[config.mk]
export PLATFORM = sky130hd
export DESIGN_NAME = usr_shift_reg
export DESIGN_NICKNAME = d
export VERILOG_FILES = /design/src/rtl/usr_shift_reg.sv
export SDC_FILE = /design/constraint.sdc
export NUM_CORES = 1
export LEC_CHECK = 0
export BUFFER_PORTS_ARGS = -buffer_cell sky130_fd_sc_hd__buf_2
export CAP_MARGIN = 20
export CELL_PAD_IN_SITES_DETAIL_PLACEMENT = 2
export CELL_PAD_IN_SITES_GLOBAL_PLACEMENT = 2
export CORE_ASPECT_RATIO = 1.4
export CORE_MARGIN = 10
export CORE_UTILIZATION = 26
export DETAILED_ROUTE_END_ITERATION = 10
export PLACE_DENSITY_LB_ADDON = 0.05
export SLEW_MARGIN = 0
export SYNTH_ARGS = -nofsm -noshare
export SYNTH_HDL_FRONTEND = slang
export SYNTH_SLANG_ARGS = --single-unit
[constraint.sdc]
create_clock -name clk -period 1.6 [get_ports clk]
set_input_delay 0.32 -clock clk [delete_from_list [all_inputs] [get_ports clk]]
set_output_delay 0.32 -clock clk [all_outputs]
set_load 0.02 [all_outputs]
[src/rtl/usr_shift_reg.sv]
// usr_shift_reg: parametrised universal shift register with counted burst mode.
//
// Build option: define USR_ROTATE_EN to enable rotate-left (100) and
// rotate-right (101), both as single ops and as burst ops. With it undefined,
// those codes act as hold and cannot start a burst.
//
// Ports:
//   clk     rising-edge clock
//   rst     synchronous active-high reset (priority over everything)
//   en      operation enable; low holds register and burst progress
//   mode    3-bit operation select
//   sin_l   serial input into bit 0 on shift left
//   sin_r   serial input into bit N-1 on logical shift right
//   pin     parallel load data
//   start   burst request, honoured in IDLE with en=1 and a shift/rotate mode
//   cnt     burst length in operations
//   out     register contents
//   sout_l  out[N-1]
//   sout_r  out[0]
//   busy    high while a burst is running
//   done    one-cycle burst-complete pulse
module usr_shift_reg #(
    parameter int unsigned N  = 8,
    parameter int unsigned CW = 4
) (
    input  logic          clk,
    input  logic          rst,
    input  logic          en,
    input  logic [2:0]    mode,
    input  logic          sin_l,
    input  logic          sin_r,
    input  logic [N-1:0]  pin,
    input  logic          start,
    input  logic [CW-1:0] cnt,
    output logic [N-1:0]  out,
    output logic          sout_l,
    output logic          sout_r,
    output logic          busy,
    output logic          done
);

    typedef enum logic {
        IDLE = 1'b0,
        RUN  = 1'b1
    } state_t;

    state_t        state;
    logic [2:0]    op_q;
    logic [CW-1:0] rem_q;

    // Next register value for one operation.
    function automatic logic [N-1:0] apply_op(
        input logic [2:0]   op,
        input logic [N-1:0] v,
        input logic         sl,
        input logic         sr,
        input logic [N-1:0] p
    );
        logic [N-1:0] r;
        r = v;
        case (op)
            3'b001:  r = {v[N-2:0], sl};
            3'b010:  r = {sr, v[N-1:1]};
            3'b011:  r = p;
`ifdef USR_ROTATE_EN
            3'b100:  r = {v[N-2:0], v[N-1]};
            3'b101:  r = {v[0], v[N-1:1]};
`endif
            3'b110:  r = {v[N-1], v[N-1:1]};
            3'b111:  r = '0;
            default: r = v;
        endcase
        return r;
    endfunction

    // Modes that may be repeated as a counted burst.
    function automatic logic burst_ok(input logic [2:0] op);
        logic ok;
        ok = (op == 3'b001) || (op == 3'b010) || (op == 3'b110);
`ifdef USR_ROTATE_EN
        ok = ok || (op == 3'b100) || (op == 3'b101);
`endif
        return ok;
    endfunction

    // Control FSM and datapath register.
    always_ff @(posedge clk) begin
        if (rst) begin
            state <= IDLE;
            out   <= '0;
            busy  <= 1'b0;
            done  <= 1'b0;
            op_q  <= '0;
            rem_q <= '0;
        end else begin
            done <= 1'b0;
            if (en) begin
                if (state == IDLE) begin
                    if (start && burst_ok(mode)) begin
                        // Start edge only latches the op; register is untouched.
                        op_q  <= mode;
                        rem_q <= cnt;
                        if (cnt == '0) begin
                            done <= 1'b1;
                        end else begin
                            state <= RUN;
                            busy  <= 1'b1;
                        end
                    end else begin
                        out <= apply_op(mode, out, sin_l, sin_r, pin);
                    end
                end else begin
                    out   <= apply_op(op_q, out, sin_l, sin_r, pin);
                    rem_q <= rem_q - CW'(1);
                    if (rem_q == CW'(1)) begin
                        state <= IDLE;
                        busy  <= 1'b0;
                        done  <= 1'b1;
                    end
                end
            end
        end
    end

    assign sout_l = out[N-1];
    assign sout_r = out[0];

endmodule
# Word-level counts from Yosys, hierarchy flattened
# Index checks and enable logic that the tools add are counted.
# word_totals
regBits,18
input_bits,21
# classes
n_bitwise,2
muxes,18
reduce_logical,13
add_sub_neg,1
eq_ne,18
# op_table
operator,count
8-bit one-hot mux with 5 select lines,2
8-bit two-way mux,2
3-bit by 2-bit == test with 1-bit output (second input constant),4
3-bit == test (second input constant),4
1-bit two-way mux,12
4-bit two-way mux,2
2-bit != test (second input constant),4
4-bit AND reduction,2
3-bit by 1-bit == test with 1-bit output (second input constant),2
6-bit by 1-bit != test with 1-bit output (second input constant),1
6-bit AND reduction,1
6-bit nonzero test,1
5-bit by 1-bit != test with 1-bit output (second input constant),1
5-bit nonzero test,1
4-bit by 1-bit == test with 1-bit output (second input constant),1
4-bit logical NOT,1
4-bit by 1-bit subtractor with 4-bit output (second input constant),1
3-bit AND reduction,1
1-bit logical OR,2
2-bit by 1-bit != test with 1-bit output (second input constant),1
1-bit inverter,2
2-bit AND reduction,1
2-bit nonzero test,1
2-bit OR reduction,1
1-bit logical AND,1

# Longest topological paths before layout
# logic_depth
ltp_word,6
ltp_mapped,7

# Worst setup path after synthesis
# OpenSTA, ideal clock, no wires.
# synth_timing
kind,input -> register
startpoint,input mode[1]
endpoint,register out[6]
t_arrival_ps,1368
t_required_ps,1465
slack_ps,97
setup_time_ps,135
path_stages,6
cell_sequence,buf_6 -> o21bai_1 -> a221oi_2 -> nor2_2 -> o211ai_1 -> a21oi_1
# synth_between
elab_chain_cells,6
elab_cells_between_ends,14
cone_classes,eq/ne: 6; mux: 3; reduce/logical: 5
# synth_lines
element,line_no,rtl
from (decl),29,"input logic [2:0] mode,"
3-bit by 1-bit == test with 1-bit output or 3-bit by 2-bit == test with 1-bit output (tied branches),"61, 79",
1-bit logical OR (2 in a row),79,ok = (op == 3'b001) || (op == 3'b010) || (op == 3'b110);
1-bit logical AND,99,if (start && burst_ok(mode)) begin
2-bit != test (no line),-,
4-bit AND reduction (no line),-,
to (signal assigned),110,"out <= apply_op(mode, out, sin_l, sin_r, pin);"
to (signal assigned),113,"out <= apply_op(op_q, out, sin_l, sin_r, pin);"
to (decl),35,"output logic [N-1:0] out,"
# Parallel ways exist; a longest one is shown, timed or not. The select of a mux whose other input is x is not followed.
# A chain may end at the register's enable or synchronous reset.

# Worst setup path in the final report
# layout_timing
startpoint,register op_q[1]
endpoint,register out[7]
# layout_between
elab_chain_cells,3
elab_cells_between_ends,10
cone_classes,eq/ne: 7; mux: 2; reduce/logical: 1
# layout_lines
element,line_no,rtl
from (decl),48,logic [2:0] op_q;
from (signal assigned),101,op_q <= mode;
3-bit == test (tied with other cells),61,case (op)
5-bit by 1-bit != test with 1-bit output (no line) (tied with other cells),-,
6-bit AND reduction (no line) or 8-bit two-way mux (tied branches),-,
# Parallel ways exist; a longest one is shown, timed or not.

==> impl_metrics.csv <==
group,metric,value,unit
critical_path,path_class,"flip-flop to flip-flop",
synthesis,synth_edf_count,0,
critical_path,cp_slowest_cell,"dfxtp_1",
layout,multiInputGateArea,757,um2
floorplan,io_pins,33,
timing,clock_skew,0.00887,ns
grt,grt.overflow.total,0,
routing,wl_per_cell,18.6,um
outcome,status,"finished clean",
clocking,htreeDepth,1,
pwr,powerDensity,775,nW/um2
floorplan,die_h,101,um
synthesis,synth_area_per_cell,8.18,um2
layout,fin_nets,208,
timing,max_freq,0.665,GHz
place,dpl.hpwl,3.52,mm
synthesis,synthCells,149,
critical_path,crit_start,"op_q[1]$_SDFFE_PP0P_",
synthesis,synth_top_area_frac,0.296,
synthesis,synth_ff_type,"dfxtp_1",
grt,grt_pass1_wl,7.43,mm
place,placed_cell_area,1460,um2
critical_path,crit_arrival,1.66,ns
timing,rsz0062_at_grt,"true",
synthesis,syn_area,1220,um2
floorplan,fp.dieW,77.9,um
routing,drtIter0Drc,51,
layout,regArea,362,um2
floorplan,die_area,7860,um2
pwr,irDropWorstVdd,0.359,mV
clocking,clockBufferDepth,2,
routing,postRouteAntennaNets,0,
grt,grtUsageTotal,0.116,
place,place_ws,-0.0184,ns
routing,route.detailed.drc,0,
routing,finalWirelength,4.58,mm
clocking,clkLatencyLatePin,0.26,ns
synthesis,ys_types,44,
critical_path,rr_startpoint,"op_q[1]$_SDFFE_PP0P_",
synthesis,yosysWarnings,0,
routing,met2_length,2.41,mm
pwr,leakagePower,0.603,nW
floorplan,rows,29,
routing,avgViaCountPerCell,5.41,
layout,antenna_cells,0,
layout,area_growth,25.1,%
layout,nFillCells,542,
place,port_buffers,32,
timing,holdWs,0.358,ns
timing,hold_viol_final,0,
synthesis,yosys_register_bits,18,
grt,grt_antenna_before_repair,0,
routing,top_layer_used,"met4",
clocking,cts_tree,"yes",
critical_path,required,1.76,ns
timing,setup_viol,0,
layout,layout_common_cells,"buf_2 (32), nor2_1 (23), dfxtp_1 (17), a221oi_1 (15), buf_4 (11)",
clocking,clock-sinks,18,
layout,layout_commonest_cell,"buf_2",
synthesis,synthArstFlopShare,0,
timing,slew_headroom,0.715,
layout,drive_above_1_share,0.326,
synthesis,syn_nets,172,
clocking,cts_buffers,3,
floorplan,core,4540,um2
routing,first_pass_iters,4,
timing,worstMarginPinSlew,0.425,ns
grt,grt_max_degree,12,
critical_path,critPathMaxStageDelay,0.44,ns
timing,fin_crit_sh,0.940,
critical_path,endpoint_kind,"flip-flop",
timing,fin_ws,0.0960,ns
synthesis,ys_seq_area_frac,0.296,
critical_path,worstSetupStartpointType,"flip-flop",
timing,final.min_clock_period,1.50,ns
clocking,cts-root-buf,"clkbuf_8",
routing,met3_length,256,um
routing,drt-met1-wl,1.86,mm
place,place_congestion,0.749,
hold_path,hold_class,"primary input to flip-flop",
layout,design_area,1520,um2
synthesis,yosysTopAreaCell,"dfxtp_1",
timing,finalMaxSlewViolations,0,
critical_path,crit_chain,"inv_1, maj3_1, o21ai_1, mux2_1",
routing,vias,1331,
hold_path,worstHoldStart,"rst",
floorplan,initial_core_util,0.269,
synthesis,synthTopCellsByArea,"dfxtp_1 (30%), a221oi_1 (11%), nor2_1 (7.1%)",
critical_path,path_max_fanout,5,
grt,grt_pass1_vias,1455,
clocking,path_clk_slew,0.08,ns
run,drv_cap,0,
## state kept, by name, summed over array words and instances (netlist names)
signal / count
out: 8
rem_q: 4
op_q: 3
busy: 1
done: 1
state: 1
## kinds of logic after synthesis
logic type / synth area share
AO/OA/AOI/OAI: 0.371
adder cells (fa/ha/maj): 0.0287
flip-flops: 0.296
AND/OR/NAND/NOR: 0.169
multiplexers: 0.0421
buffers and inverters: 0.0934
## routing by layer
metal,track usage,up-vias
met5,0,-
met4,0.0324,0
met3,0.0339,4
met2,0.215,30
met1,0.122,661
li1,-,636
## cells in the mapped netlist, types with 2 or more instances
cell type / instances
nor2_1: 23
dfxtp_1: 18
a221oi_1: 15
o21ai_1: 10
a21oi_1: 9
inv_1: 6
o211ai_1: 6
buf_4: 5
mux2i_1: 4
nand2_1: 4
nor2b_1: 4
a22oi_1: 3
clkbuf_1: 3
nor3_1: 3
a211oi_2: 2
buf_2: 2
ha_1: 2
inv_2: 2
nor3b_1: 2
o21a_1: 2
## layout make-up
class | instances | share of cell area
sequential | 18 | 0.237
timing repair buffer | 43 | 0.159
multi-input combinational | 111 | 0.497
tap | 62 | 0.0509
clock buffer | 4 | 0.0361
inverter | 8 | 0.0197
## path summary, 6_finish.rpt
kind / cells after the start / to / slack [ns]
max: 4 / out[7]$_SDFFE_PP0P_ / 0.1
min: 2 / op_q[0]$_SDFFE_PP0P_ / 0.36
max reg2reg: 4 / out[7]$_SDFFE_PP0P_ / 0.1
min reg2reg: 2 / rem_q[1]$_SDFFE_PP0P_ / 0.53
## critical path, delay by kind of cell (launching register included)
family                     cells  cell delay (ns)
DFF                            1             0.44
adders and majority gates      1             0.33
muxes                          1             0.33
AOI/OAI and AO/OA              1             0.19
buffers and inverters          1             0.10
## power by group
part / total [mW] / switching, mW / leakage [nW] / internal (mW)
Combinational: 0.286 / 0.170 / 0.427 / 0.116
Sequential: 0.495 / 0.0260 / 0.147 / 0.469
Clock: 0.400 / 0.180 / 0.0288 / 0.219
## repair_timing
item                                   CTS  global route
endpoints found under the hold margin    0             0
pin swaps                                0             0
setup buffers                            0             0
gates resized for setup                  2             2
hold buffers                             0             0
setup endpoints to repair                1             8
## stage by stage
| stage | utilization | std cells | TNS (ns) | power, mW |
|---|---|---|---|---|
| 2_1_floorplan | - | 149 | 0 | 0.679 |
| 3_3_place_gp | 0.321 | 242 | 0 | 0.780 |
| 3_5_place_dp | 0.321 | 242 | -0.0184 | 0.789 |
| 4_1_cts | 0.334 | 246 | 0 | 1.20 |
| 5_1_grt | 0.336 | 246 | -0.0100 | 1.24 |
| 6_report | 0.336 | 246 | 0 | 1.18 |
Note: power is estimated with default switching activity, not from simulation.
